### config.mk
export PLATFORM = sky130hd
export DESIGN_NAME = fetch_unit_flat
export DESIGN_NICKNAME = d
export VERILOG_FILES = /design/src/rtl/fetch_unit_pkg.sv /design/src/rtl/fetch_unit_if.sv /design/src/rtl/fetch_buffer.sv /design/src/rtl/fetch_unit.sv /design/src/flat_wrapper.sv
export SDC_FILE = /design/constraint.sdc
export NUM_CORES = 1
export LEC_CHECK = 0
export BUFFER_PORTS_ARGS = -buffer_cell sky130_fd_sc_hd__buf_4
export CAP_MARGIN = 10
export CORE_AREA = 2 2 133 135
export DETAILED_ROUTE_END_ITERATION = 7
export DIE_AREA = 0 0 135 137
export PLACE_DENSITY = 0.77
export SETUP_SLACK_MARGIN = 0.15
export SYNTH_ARGS = -nofsm -noshare
export SYNTH_HDL_FRONTEND = slang
export SYNTH_SLANG_ARGS = --single-unit
### constraint.sdc
create_clock -name clk -period 14.25 [get_ports clk]
set_clock_uncertainty 0.1 [all_clocks]
set_input_delay 0 -clock clk [delete_from_list [all_inputs] [get_ports clk]]
set_output_delay 0 -clock clk [all_outputs]
set_load 0.02 [all_outputs]
### src/rtl/fetch_unit_pkg.sv
// Shared constants, types and helpers for the instruction fetch stage.
package fetch_unit_pkg;

    localparam logic [31:0] DEFAULT_RESET_PC = 32'h0000_0000;
    localparam int          FETCH_BUF_DEPTH  = 2;
    localparam logic [31:0] BAD_INSTR        = 32'hFFFF_FFFF;
    localparam logic [31:0] MEM_BYTES_IMEM   = 32'd256;

    typedef enum logic {
        ST_RUN   = 1'b0,
        ST_FAULT = 1'b1
    } fetch_state_e;

    // One buffered fetch result as handed to decode.
    typedef struct packed {
        logic        fault;
        logic [31:0] pc;
        logic [31:0] data;
    } fetch_entry_t;

    // A fetch address is bad if it is not word aligned or its word lies past the end of imem.
    function automatic logic pc_faults(input logic [31:0] pc, input logic [31:0] mem_bytes);
        return (pc[1:0] != 2'b00) || (pc > (mem_bytes - 32'd4));
    endfunction

endpackage

### src/rtl/fetch_unit_if.sv
// Signal bundle between the fetch stage and its neighbours (imem, redirect source, decode).
// Handshake: decode takes the head entry on a rising edge where inst_valid and inst_ready are
// both high; inst_valid never depends on inst_ready, and the head payload stays stable while
// inst_valid is high and inst_ready is low. redirect_valid is a single-cycle command, no ready.
interface fetch_unit_if;
    logic [31:0] imem_addr;
    logic [31:0] imem_read_data;
    logic        redirect_valid;
    logic [31:0] redirect_pc;
    logic        inst_valid;
    logic        inst_ready;
    logic [31:0] inst_data;
    logic [31:0] inst_pc;
    logic        inst_fault;

    modport master (
        output imem_addr, inst_valid, inst_data, inst_pc, inst_fault,
        input  imem_read_data, redirect_valid, redirect_pc, inst_ready
    );

    modport slave (
        input  imem_addr, inst_valid, inst_data, inst_pc, inst_fault,
        output imem_read_data, redirect_valid, redirect_pc, inst_ready
    );
endinterface

### src/rtl/fetch_buffer.sv
// Small synchronous FIFO holding fetch results until decode accepts them.
// Flush empties it and overrides a simultaneous push; push and pop together on a full buffer is legal.
module fetch_buffer
    import fetch_unit_pkg::*;
#(
    parameter  int DEPTH = FETCH_BUF_DEPTH,
    localparam int AW    = $clog2(DEPTH),
    localparam int CW    = $clog2(DEPTH) + 1
) (
    input  logic          clk,
    input  logic          rst,
    input  logic          push,
    input  fetch_entry_t  push_entry,
    input  logic          pop,
    input  logic          flush,
    output fetch_entry_t  head_entry,
    output logic [CW-1:0] count
);

    fetch_entry_t  mem [DEPTH];
    logic [AW-1:0] wr_ptr;
    logic [AW-1:0] rd_ptr;
    logic          do_push;
    logic          do_pop;

    assign do_pop     = pop && (count != '0);
    assign do_push    = push && ((count != CW'(DEPTH)) || do_pop);
    assign head_entry = mem[rd_ptr];

    // Storage, pointers and occupancy; flush wins over push/pop.
    always_ff @(posedge clk or posedge rst) begin
        if (rst) begin
            for (int i = 0; i < DEPTH; i++) begin
                mem[i] <= '0;
            end
            wr_ptr <= '0;
            rd_ptr <= '0;
            count  <= '0;
        end else if (flush) begin
            wr_ptr <= '0;
            rd_ptr <= '0;
            count  <= '0;
        end else begin
            if (do_push) begin
                mem[wr_ptr] <= push_entry;
                wr_ptr      <= wr_ptr + AW'(1);
            end
            if (do_pop) begin
                rd_ptr <= rd_ptr + AW'(1);
            end
            count <= count + CW'(do_push) - CW'(do_pop);
        end
    end

endmodule

### src/rtl/fetch_unit.sv
// Instruction fetch stage: owns the PC, issues imem reads, buffers responses for decode,
// and restarts at a new PC on redirect. A bad fetch address parks the stage in FAULT.
module fetch_unit
    import fetch_unit_pkg::*;
#(
    parameter logic [31:0] RESET_PC  = DEFAULT_RESET_PC,
    parameter logic [31:0] MEM_BYTES = MEM_BYTES_IMEM,
    parameter int          BUF_DEPTH = FETCH_BUF_DEPTH
) (
    input  logic          clk,
    input  logic          rst,
    fetch_unit_if.master  bus,
    output fetch_state_e  dbg_state
);

    localparam int CW = $clog2(BUF_DEPTH) + 1;

    fetch_state_e  state;
    logic [31:0]   fetch_pc;
    logic          inflight;
    logic [31:0]   inflight_pc;
    logic          inflight_fault;
    logic [CW-1:0] count;
    logic          head_valid;
    logic          pop;
    logic          issue;
    fetch_entry_t  push_entry;
    fetch_entry_t  head_entry;

    assign head_valid = (count != '0);
    assign pop        = head_valid && bus.inst_ready;

    // Only issue when the read is guaranteed a buffer slot after this edge's pop.
    assign issue = (state == ST_RUN) && !bus.redirect_valid &&
                   ((int'(count) + int'(inflight) - int'(pop)) < BUF_DEPTH);

    // A faulting fetch never trusts imem output.
    assign push_entry = '{fault: inflight_fault,
                          pc:    inflight_pc,
                          data:  inflight_fault ? BAD_INSTR : bus.imem_read_data};

    assign bus.imem_addr  = fetch_pc;
    assign bus.inst_valid = head_valid;
    assign bus.inst_data  = head_entry.data;
    assign bus.inst_pc    = head_entry.pc;
    assign bus.inst_fault = head_entry.fault;
    assign dbg_state      = state;

    // PC, in-flight tracking and RUN/FAULT control; redirect kills the in-flight read.
    always_ff @(posedge clk or posedge rst) begin
        if (rst) begin
            state          <= ST_RUN;
            fetch_pc       <= RESET_PC;
            inflight       <= 1'b0;
            inflight_pc    <= '0;
            inflight_fault <= 1'b0;
        end else if (bus.redirect_valid) begin
            state    <= ST_RUN;
            fetch_pc <= bus.redirect_pc;
            inflight <= 1'b0;
        end else begin
            inflight <= issue;
            if (issue) begin
                inflight_pc    <= fetch_pc;
                inflight_fault <= pc_faults(fetch_pc, MEM_BYTES);
                if (pc_faults(fetch_pc, MEM_BYTES)) begin
                    state <= ST_FAULT;
                end else begin
                    fetch_pc <= fetch_pc + 32'd4;
                end
            end
        end
    end

    fetch_buffer #(
        .DEPTH(BUF_DEPTH)
    ) u_buffer (
        .clk        (clk),
        .rst        (rst),
        .push       (inflight),
        .push_entry (push_entry),
        .pop        (pop),
        .flush      (bus.redirect_valid),
        .head_entry (head_entry),
        .count      (count)
    );

endmodule

### src/flat_wrapper.sv
// flat-port wrapper written by rule: the top's interface ports become plain ports
module fetch_unit_flat import fetch_unit_pkg::*;
#(
    parameter logic [31:0] RESET_PC  = DEFAULT_RESET_PC,
    parameter logic [31:0] MEM_BYTES = MEM_BYTES_IMEM,
    parameter int          BUF_DEPTH = FETCH_BUF_DEPTH
)
  (clk, rst, dbg_state, bus_imem_addr, bus_inst_valid, bus_inst_data, bus_inst_pc, bus_inst_fault, bus_imem_read_data, bus_redirect_valid, bus_redirect_pc, bus_inst_ready);
  fetch_unit_if bus_i ();
  input  logic clk;
  input  logic rst;
  output fetch_state_e dbg_state;
  output wire logic [$bits(bus_i.imem_addr)-1:0] bus_imem_addr;
  output wire logic [$bits(bus_i.inst_valid)-1:0] bus_inst_valid;
  output wire logic [$bits(bus_i.inst_data)-1:0] bus_inst_data;
  output wire logic [$bits(bus_i.inst_pc)-1:0] bus_inst_pc;
  output wire logic [$bits(bus_i.inst_fault)-1:0] bus_inst_fault;
  input wire logic [$bits(bus_i.imem_read_data)-1:0] bus_imem_read_data;
  input wire logic [$bits(bus_i.redirect_valid)-1:0] bus_redirect_valid;
  input wire logic [$bits(bus_i.redirect_pc)-1:0] bus_redirect_pc;
  input wire logic [$bits(bus_i.inst_ready)-1:0] bus_inst_ready;
  assign bus_imem_addr = bus_i.imem_addr;
  assign bus_inst_valid = bus_i.inst_valid;
  assign bus_inst_data = bus_i.inst_data;
  assign bus_inst_pc = bus_i.inst_pc;
  assign bus_inst_fault = bus_i.inst_fault;
  assign bus_i.imem_read_data = bus_imem_read_data;
  assign bus_i.redirect_valid = bus_redirect_valid;
  assign bus_i.redirect_pc = bus_redirect_pc;
  assign bus_i.inst_ready = bus_inst_ready;
  fetch_unit #(.RESET_PC(RESET_PC), .MEM_BYTES(MEM_BYTES), .BUF_DEPTH(BUF_DEPTH)) u_core (.clk(clk), .rst(rst), .bus(bus_i), .dbg_state(dbg_state));
endmodule
==> impl_metrics.csv, run 1 <==
group,metric,value,unit
status,run_status,"completed",
timing,rsz_0062_raised_after_global_routing,"false",
global_route,grt_first_pass_wirelength,34300,um
timing,timing.final.crit_period,3.62,ns
timing,slew_headroom,0.309,
route,drt_first_pass_iters,5,
timing,hold-worst-slack,0.118,ns
critical_path,setup.worst_path.start,"u_core.u_buffer.count[1]$_DFF_PP0_",
critical_path,timing.reg2reg.worst_path_depth,10,
critical_path,worstSetupEndpoint,"u_core.bus.imem_addr[8]$_DFFE_PP0P_",
floorplanning,core-area,0.0171,sq mm
logic_synthesis,seq_area_frac_synth,0.586,
floorplanning,die-area,0.0185,sq mm
placed_design,place_worst_setup_slack,10.83,ns
global_route,grt_start_max_net_pins,129,
run,maxCapViolCount,0,
route,route.vias.total,6437,
power,power,2.22,mW
critical_path,timing.critical_path.arrival,3.94,ns
power,cellPowerDensity,191,mW/mm^2
logic_synthesis,synth_most_common_cell,"sky130_fd_sc_hd__dfrtp_1",
logic_synthesis,avgSynthCellArea,11.5,sq um
cts,clk_latency,0.50,ns
critical_path,slowest_delay,0.58,ns
critical_path,worst-setup-path-type,"flip-flop to flip-flop",
final_layout,final_area,0.0116,sq mm
cts,clk_pin_slew,0.06,ns
final_layout,relative_area_change_from_synthesis_to_final_layout,35.6,%
placed_design,postPlaceCellArea,0.0100,sq mm
logic_synthesis,synth-seq-cells,201,
timing,finalSetupViolations,0,
logic_synthesis,synth.top_cells.by_area,"sky130_fd_sc_hd__dfrtp_1 59%, sky130_fd_sc_hd__mux2_2 21%, sky130_fd_sc_hd__nand2_1 5.7%, sky130_fd_sc_hd__nor2_1 3.5%, sky130_fd_sc_hd__o21ai_0 2.1%",
final_layout,final_net_count,1071,
logic_synthesis,synth_top_area_frac,0.586,
logic_synthesis,post_synth_inst_count,744,
floorplanning,placement_rows,48,
timing,report.final.hold_viol_count,0,
hold_path,worst_hold_path_type,"input port to async pin",
logic_synthesis,synth.top_cells.by_count,"201 x sky130_fd_sc_hd__dfrtp_1, 157 x sky130_fd_sc_hd__mux2_2, 131 x sky130_fd_sc_hd__nand2_1, 79 x sky130_fd_sc_hd__nor2_1, 36 x sky130_fd_sc_hd__o21ai_0",
cts,max-clock-path-buffers,3,
floorplanning,top_level_ports,167,
timing,final.setup.worst_slack,10.63,ns
critical_path,critical_path.reg2reg.startpoint,"u_core.u_buffer.count[1]$_DFF_PP0_",
timing,timing.final.crit_share,0.254,
logic_synthesis,synth_area,0.00859,sq mm
logic_synthesis,synthDominantAreaCellType,"sky130_fd_sc_hd__dfrtp_1",
cts,cts-resized-gates,0,
placed_design,port-buffer-count,166,
global_route,grt_antenna_before_repair,0,
power,vdd.ir_drop.worst,115,uV
logic_synthesis,post_synth_num_cell_types,32,
logic_synthesis,async_flop_share,1.00,
logic_synthesis,synth_top_flop_cell,"sky130_fd_sc_hd__dfrtp_1",
cts,cts_hold_repair.buffers,94,
timing,slew_viol_final,0,
final_layout,antenna-diode-count,0,
timing,finalSetupTns,0,ns
final_layout,layout-drive-gt1-share,0.369,
route,viasPerCell,5.23,
critical_path,reg2reg_capture_point,"u_core.bus.imem_addr[8]$_DFFE_PP0P_",
critical_path,critical-path-top-cell-by-count,"sky130_fd_sc_hd__ha_1",
cts,post_cts.repair.setup_buffers,0,
final_layout,seqCellArea,0.00503,sq mm
power,leakage,5.36,nW
logic_synthesis,synth-edff-count,0,
cts,cts_tree,"done",
floorplanning,die_width,135,um
cts,cts_made_buffers,22,
route,avgRoutedWirePerCell,17.3,um
route,post-route-drc-count,0,
critical_path,startpoint_type,"flip-flop",
placed_design,gp_congestion,0.767,
critical_path,crit_path_cells,"o21ai_0 > nor2_1 > ha_1 > ha_1 > o221ai_1 > o211ai_1 > buf_4 > or4_1 > a2bb2oi_1 > dlygate4sd3_1",
route,finalWirelength,21300,um
floorplanning,die_height,137,um
cts,tritoncts_num_sinks,201,
critical_path,cell_with_the_largest_stage_delay_on_the_worst_path,"sky130_fd_sc_hd__dlygate4sd3_1",
timing,slew_of_the_pin_with_the_lowest_slew_margin,1.04,ns
logic_synthesis,yosysWarningCount,0,
global_route,vias_in_the_first_global_route,6670,
critical_path,ff2ff_setup_slack,10.63,ns
route,antenna_violating_nets_post_route,0,
floorplanning,initial_utilization,0.504,
placed_design,hpwlAfterDp,12000,um
cts,htreeDepth,1,
critical_path,worst_setup_path_end_kind,"flip-flop",
timing,maxClockFrequency,277,MHz
global_route,grt-ovfl-total,0,
logic_synthesis,synthesis.nets,822,
critical_path,worst-path-max-fanout,45,
final_layout,multi_input_comb_area,0.00334,sq mm
cts,cts_root_buf,"sky130_fd_sc_hd__clkbuf_16",
final_layout,fill_cells,1214,
critical_path,critical_path_required,14.58,ns
route,first_iter_violations,388,
global_route,grt_use_total,0.233,
[power breakdown]
part,internal (mW),switching [mW],total (mW),leakage [nW]
Combinational,0.387,0.402,0.789,2.65
Sequential,0.762,0.123,0.885,2.37
Clock,0.327,0.219,0.546,0.340
Total,1.48,0.744,2.22,5.36
[logic make-up after synthesis]
logic type               Yosys count  share of synthesized area
adder cells (fa/ha/maj)           10                     0.0154
buffers and inverters             55                     0.0264
flip-flops                       201                      0.586
AO/OA/AOI/OAI                     84                     0.0527
AND/OR/NAND/NOR                  233                      0.110
XOR/XNOR                           4                    0.00408
multiplexers                     157                      0.206
[layout by cell type (no fill, tap or decap), drive strengths merged, types with 2 or more instances in the layout]
| master | count |
|---|---|
| clkbuf | 30 |
| dfrtp | 201 |
| dlygate4sd3 | 94 |
| xor2 | 3 |
| or4 | 6 |
| nor2 | 79 |
| a21oi | 33 |
| ha | 9 |
| nor4 | 5 |
| nand3 | 3 |
| inv | 11 |
| or3 | 2 |
| or2 | 2 |
| clkinv | 4 |
| mux2 | 157 |
| o31ai | 5 |
| buf | 175 |
| nor3 | 2 |
| o21ai | 36 |
| a31oi | 6 |
| nand2 | 131 |
[state kept, by name, summed over array words and instances (netlist names)]
name                    cells
u_core.u_buffer.wr_ptr      1
u_core.inflight             1
u_core.u_buffer.mem       130
u_core.u_buffer.rd_ptr      1
u_core.inflight_fault       1
u_core.inflight_pc         32
u_core.bus.imem_addr       32
u_core.dbg_state            1
u_core.u_buffer.count       2
[critical path, delay by kind of cell, from the launching register on]
kind            cells  cell delay (ns)
compound gates      4             0.99
fa+ha+maj           2             0.44
buf+inv             2             0.86
flops               1             0.44
simple gates        2             0.71
[final cells by class]
cell class	instances	area share
clock buffers	30	0.0543
clock inverters	6	0.00526
inverters	11	0.00419
multi-input cells	488	0.287
flip-flops and latches	201	0.432
well taps	225	0.0242
repair buffers	269	0.194
[through the flow]
| stage | util | cells |
|---|---|---|
| after floorplan | - | 744 |
| after global placement | 0.587 | 1100 |
| after detailed placement | 0.587 | 1100 |
| after CTS | 0.683 | 1230 |
| after global routing | 0.683 | 1230 |
| final | 0.683 | 1230 |
[worst min-delay path by stage]
stage | start | endpoint | slack, ns | cells after the start
after floorplan | bus_redirect_pc[0] | u_core.bus.imem_addr[0]$_DFFE_PP0P_ | 0.05 | 1
after global placement | bus_redirect_pc[17] | u_core.bus.imem_addr[17]$_DFFE_PP0P_ | 0.13 | 2
after detailed placement | rst | u_core.u_buffer.mem[40]$_DFFE_PP0P_ | 0.14 | 2
after CTS | rst | u_core.bus.imem_addr[1]$_DFFE_PP0P_ | 0.17 | 3
after global routing | rst | u_core.u_buffer.mem[39]$_DFFE_PP0P_ | 0.23 | 3
final | rst | u_core.u_buffer.mem[40]$_DFFE_PP0P_ | 0.12 | 3
[routing by layer]
layer | share of wire | routed length, um | GRT usage
met2 | 0.49 | 10500 | 0.406
met1 | 0.42 | 8950 | 0.301
met5 | 0 | 0 | 0
met3 | 0.067 | 1430 | 0.0456
met4 | 0.018 | 381 | 0.0590
Power figures use the tool's default switching activity.
==> inputs of run 2 (changes only) <==
Settings changed: CORE_AREA 2 2 133 135 to 2 2 135 137, DIE_AREA 0 0 135 137 to 0 0 137 139, PLACE_DENSITY 0.77 to 0.78.
Clock period 14.25 ns to 3.3 ns, I/O delays scaled along.
==> run 2 against run 1 <==
Worst setup slack worse by 10 ns. Count of clock-buffer cells in the layout up 1. Sequential share of layout area down 0.35 points. Largest cell class unchanged. Largest power group unchanged. Highest routed layer unchanged.
==> impl_metrics.csv, run 2 (same netlist as run 1, synthesis figures left out) <==
group,metric,value,unit
critical_path,setup.worst_path.start,"u_core.u_buffer.count[0]$_DFF_PP0_",
global_route,grt_use_total,0.224,
timing,slew_headroom,0.357,
cts,clk_pin_slew,0.06,ns
critical_path,timing.reg2reg.worst_path_depth,11,
final_layout,layout-drive-gt1-share,0.370,
final_layout,final_net_count,1071,
route,viasPerCell,5.22,
critical_path,startpoint_type,"flip-flop",
floorplanning,core-area,0.0177,sq mm
floorplanning,die-area,0.0190,sq mm
cts,max-clock-path-buffers,3,
placed_design,hpwlAfterDp,12300,um
route,first_iter_violations,368,
cts,post_cts.repair.setup_buffers,0,
critical_path,reg2reg_capture_point,"u_core.bus.imem_addr[8]$_DFFE_PP0P_",
critical_path,ff2ff_setup_slack,0.38,ns
cts,tritoncts_num_sinks,201,
route,antenna_violating_nets_post_route,0,
final_layout,commonest_non_fill_non_tap_cells_in_the_layout,"200 x sky130_fd_sc_hd__dfrtp_1, 172 x sky130_fd_sc_hd__buf_4, 157 x sky130_fd_sc_hd__mux2_2",
final_layout,max_flop_register,"u_core.u_buffer.mem",
final_layout,layout_commonest_cell,"sky130_fd_sc_hd__dfrtp_1",
final_layout,antenna-diode-count,0,
critical_path,critical_path.reg2reg.startpoint,"u_core.u_buffer.count[0]$_DFF_PP0_",
power,cellPowerDensity,824,mW/mm^2
cts,cts_made_buffers,21,
timing,report.final.hold_viol_count,0,
route,post-route-drc-count,0,
cts,cts_root_buf,"sky130_fd_sc_hd__clkbuf_16",
critical_path,worstSetupEndpoint,"u_core.bus.imem_addr[8]$_DFFE_PP0P_",
route,avgRoutedWirePerCell,17.3,um
route,drt_first_pass_iters,5,
hold_path,worst_hold_path_type,"input port to async pin",
final_layout,fill_cells,1269,
timing,final.setup.worst_slack,0.384,ns
power,leakage,5.39,nW
timing,maxClockFrequency,343,MHz
critical_path,worst-setup-path-type,"flip-flop to flip-flop",
final_layout,relative_area_change_from_synthesis_to_final_layout,36.7,%
timing,timing.final.crit_period,2.92,ns
route,finalWirelength,21300,um
global_route,grt_start_max_net_pins,95,
timing,timing.final.crit_share,0.884,
floorplanning,initial_utilization,0.486,
cts,cts_tree,"done",
floorplanning,die_height,139,um
timing,finalSetupViolations,0,
placed_design,gp_congestion,0.780,
timing,hold-worst-slack,0.183,ns
critical_path,worst_setup_path_end_kind,"flip-flop",
cts,htreeDepth,1,
timing,slew_of_the_pin_with_the_lowest_slew_margin,0.963,ns
timing,slew_viol_final,0,
global_route,grt_first_pass_wirelength,34300,um
global_route,grt-ovfl-total,0,
critical_path,critical_path_required,3.60,ns
critical_path,timing.critical_path.arrival,3.22,ns
floorplanning,die_width,137,um
placed_design,place_worst_setup_slack,0.492,ns
global_route,vias_in_the_first_global_route,6793,
cts,clk_latency,0.49,ns
status,run_status,"completed",
timing,finalSetupTns,0,ns
floorplanning,placement_rows,49,
final_layout,largest_register_ffs,130,
timing,rsz_0062_raised_after_global_routing,"false",
global_route,grt_antenna_before_repair,0,
placed_design,port-buffer-count,166,
run,maxCapViolCount,0,
route,route.vias.total,6449,
power,vdd.ir_drop.worst,583,uV
critical_path,worst-path-max-fanout,22,
floorplanning,top_level_ports,167,
-- run 2: how the worst min path moves through the flow --
stage                             start                                   end  slack, ns  depth (start not counted)
global route                        rst   u_core.u_buffer.mem[21]$_DFFE_PP0P_       0.26                          3
finish                              rst   u_core.u_buffer.mem[21]$_DFFE_PP0P_       0.18                          3
global placement    bus_redirect_pc[31]  u_core.bus.imem_addr[31]$_DFFE_PP0P_       0.13                          2
detailed placement  bus_redirect_pc[22]  u_core.bus.imem_addr[22]$_DFFE_PP0P_       0.14                          2
floorplan            bus_redirect_pc[0]   u_core.bus.imem_addr[0]$_DFFE_PP0P_       0.05                          1
CTS                                 rst   u_core.u_buffer.mem[21]$_DFFE_PP0P_       0.20                          3
-- run 2: worst max-delay path: stages, from the launching register on --
cell and delay, ns:
sky130_fd_sc_hd__dfrtp_1 0.40, sky130_fd_sc_hd__ha_1 0.20, sky130_fd_sc_hd__inv_1 0.09, sky130_fd_sc_hd__ha_1 0.29, sky130_fd_sc_hd__inv_1 0.04, sky130_fd_sc_hd__ha_1 0.17
sky130_fd_sc_hd__ha_1 0.19, sky130_fd_sc_hd__o221ai_1 0.20, sky130_fd_sc_hd__o211ai_1 0.18, sky130_fd_sc_hd__buf_4 0.24, sky130_fd_sc_hd__or4_1 0.54, sky130_fd_sc_hd__a2bb2oi_1 0.20
-- run 2: area by class of cell --
class | instances | area [sq um] | area share
inverter | 11 | 45.0 | 0.00384
clock buffer | 31 | 603 | 0.0514
tap | 229 | 287 | 0.0244
clock inverter | 5 | 106 | 0.00906
multi-input combinational | 488 | 3340 | 0.284
timing repair buffer | 270 | 2330 | 0.199
sequential | 201 | 5030 | 0.428
-- run 2: power breakdown --
part,internal (mW),switching (mW),total (mW)
sequential,3.29,0.557,3.85
clock,1.50,0.938,2.44
combinational,1.70,1.70,3.40
total,6.48,3.20,9.68
-- run 2: what timing repair did --
action                                 CTS  global route
endpoints found under the hold margin  141             0
setup endpoints to repair                0             0
hold buffers                            92             0
resized for setup                        0             0
-- run 2: per-stage QoR --
stage	power (mW)	instances	cell area, sq um	util
3_5_place_dp	7.15	1107	10100	0.573
6_report	9.68	1235	11700	0.665
4_1_cts	9.73	1235	11700	0.665
2_1_floorplan	5.88	744	8590	-
5_1_grt	10.2	1235	11700	0.665
3_3_place_gp	7.03	1107	10100	0.573
-- run 2: metal layers --
metal,GRT usage,wire (um)
met1,0.283,8880
met2,0.387,10600
met3,0.0501,1380
met4,0.0591,416
met5,0,0
==> inputs of run 3 (changes only) <==
Settings changed: MAX_ROUTING_LAYER set to met4.
==> run 3 against run 2 <==
Via count up 0.48%. Largest power group unchanged. Power about the same. Global-route usage up 0.65 points.
==> impl_metrics.csv, run 3 (same netlist as run 1, synthesis figures left out) <==
group,metric,value,unit
run,maxCapViolCount,0,
final_layout,largest_register_ffs,130,
hold_path,worst_hold_path_type,"input port to async pin",
cts,cts_made_buffers,21,
route,antenna_violating_nets_post_route,0,
route,first_iter_violations,387,
route,post-route-drc-count,0,
critical_path,timing.reg2reg.worst_path_depth,11,
floorplanning,top_level_ports,167,
final_layout,max_flop_register,"u_core.u_buffer.mem",
timing,slew_headroom,0.352,
final_layout,commonest_non_fill_non_tap_cells_in_the_layout,"200 x sky130_fd_sc_hd__dfrtp_1, 172 x sky130_fd_sc_hd__buf_4, 157 x sky130_fd_sc_hd__mux2_2",
timing,timing.final.crit_period,2.91,ns
timing,finalSetupViolations,0,
route,finalWirelength,21400,um
critical_path,critical_path_required,3.60,ns
critical_path,critical_path.reg2reg.startpoint,"u_core.u_buffer.count[0]$_DFF_PP0_",
cts,clk_latency,0.49,ns
critical_path,worst-path-max-fanout,22,
power,vdd.ir_drop.worst,581,uV
critical_path,crit_path_cells,"ha_1 > inv_1 > ha_1 > inv_1 > ha_1 > ha_1 > o221ai_1 > o211ai_1 > buf_4 > or4_1 > a2bb2oi_1",
timing,timing.final.crit_share,0.883,
final_layout,layout-drive-gt1-share,0.370,
power,cellPowerDensity,825,mW/mm^2
timing,final.setup.worst_slack,0.387,ns
status,run_status,"completed",
final_layout,antenna-diode-count,0,
floorplanning,die_height,139,um
cts,tritoncts_num_sinks,201,
placed_design,place_worst_setup_slack,0.492,ns
cts,cts_tree,"done",
route,avgRoutedWirePerCell,17.3,um
timing,rsz_0062_raised_after_global_routing,"false",
global_route,grt_first_pass_wirelength,34200,um
cts,clk_pin_slew,0.06,ns
power,leakage,5.39,nW
final_layout,final_net_count,1071,
final_layout,relative_area_change_from_synthesis_to_final_layout,36.7,%
floorplanning,placement_rows,49,
floorplanning,die-area,0.0190,sq mm
timing,maxClockFrequency,343,MHz
timing,finalSetupTns,0,ns
critical_path,reg2reg_capture_point,"u_core.bus.imem_addr[8]$_DFFE_PP0P_",
cts,cts_root_buf,"sky130_fd_sc_hd__clkbuf_16",
floorplanning,core-area,0.0177,sq mm
floorplanning,initial_utilization,0.486,
timing,slew_viol_final,0,
global_route,vias_in_the_first_global_route,6780,
placed_design,port-buffer-count,166,
route,drt_first_pass_iters,6,
timing,report.final.hold_viol_count,0,
route,viasPerCell,5.25,
cts,max-clock-path-buffers,3,
critical_path,slowest_delay,0.54,ns
route,route.vias.total,6480,
placed_design,postPlaceCellArea,0.0101,sq mm
global_route,grt-ovfl-total,0,
critical_path,cell_with_the_largest_stage_delay_on_the_worst_path,"sky130_fd_sc_hd__or4_1",
critical_path,ff2ff_setup_slack,0.39,ns
global_route,grt_start_max_net_pins,95,
final_layout,final_area,0.0117,sq mm
final_layout,layout_commonest_cell,"sky130_fd_sc_hd__dfrtp_1",
critical_path,worst-setup-path-type,"flip-flop to flip-flop",
global_route,grt_antenna_before_repair,0,
critical_path,worst_setup_path_end_kind,"flip-flop",
critical_path,critical-path-top-cell-by-count,"sky130_fd_sc_hd__ha_1",
placed_design,hpwlAfterDp,12300,um
placed_design,gp_congestion,0.791,
global_route,grt_use_total,0.230,
floorplanning,die_width,137,um
critical_path,timing.critical_path.arrival,3.21,ns
cts,htreeDepth,1,
timing,slew_of_the_pin_with_the_lowest_slew_margin,0.970,ns
critical_path,startpoint_type,"flip-flop",
==> run 3: report_power, final <==
part	internal [mW]	switching, mW
Clock	1.50	0.937
Sequential	3.29	0.560
Combinational	1.70	1.70
==> run 3: worst max-delay path: cells and delay by family (launching register included) <==
kind,cells,cell delay [ns]
fa+ha+maj,4,0.85
flops,1,0.40
buf+inv,3,0.37
compound gates,3,0.58
simple gates,1,0.54
==> run 3: what timing repair did <==
action	4_1_cts	5_1_grt
resized for setup	0	0
hold endpoints to repair	141	0
hold buffers	92	0
buffers inserted	0	0
==> run 3: through the flow <==
stage	instances	utilization	power, mW	hold WS [ns]
after global placement	1107	0.573	7.03	0.134
after global routing	1235	0.665	10.2	0.255
after floorplan	744	-	5.88	0.0517
final	1235	0.665	9.68	0.184
after detailed placement	1107	0.573	7.15	0.137
after CTS	1235	0.665	9.73	0.197
==> run 3: routing by layer <==
metal,vias to the layer above,routed length [um],global-route usage
met5,-,0,-
met4,0,409,0.0591
met3,39,1330,0.0457
met2,218,10700,0.386
met1,3205,8970,0.285
li1,3018,-,-
==> run 3: worst max path at each step <==
stage | start | end | slack (ns) | cells after the start
2_1_floorplan | rst | u_core.bus.imem_addr[0]$_DFFE_PP0P_ | 0.60 | 1
3_3_place_gp | u_core.u_buffer.count[0]$_DFF_PP0_ | u_core.bus.imem_addr[8]$_DFFE_PP0P_ | 0.59 | 11
3_5_place_dp | u_core.u_buffer.count[0]$_DFF_PP0_ | u_core.bus.imem_addr[4]$_DFFE_PP0P_ | 0.49 | 11
4_1_cts | u_core.u_buffer.count[0]$_DFF_PP0_ | u_core.bus.imem_addr[7]$_DFFE_PP0P_ | 0.49 | 11
5_1_grt | u_core.u_buffer.count[0]$_DFF_PP0_ | u_core.bus.imem_addr[8]$_DFFE_PP0P_ | 0.17 | 11
6_report | u_core.u_buffer.count[0]$_DFF_PP0_ | u_core.bus.imem_addr[8]$_DFFE_PP0P_ | 0.39 | 11
==> run 3: final cells by class <==
type | instances | area (sq um)
Fill cell | 1269 | 5920
Inverter | 11 | 45.0
Sequential cell | 201 | 5030
Timing Repair Buffer | 270 | 2330
Clock inverter | 5 | 106
Multi-Input combinational cell | 488 | 3340
Tap cell | 229 | 287
Clock buffer | 31 | 603
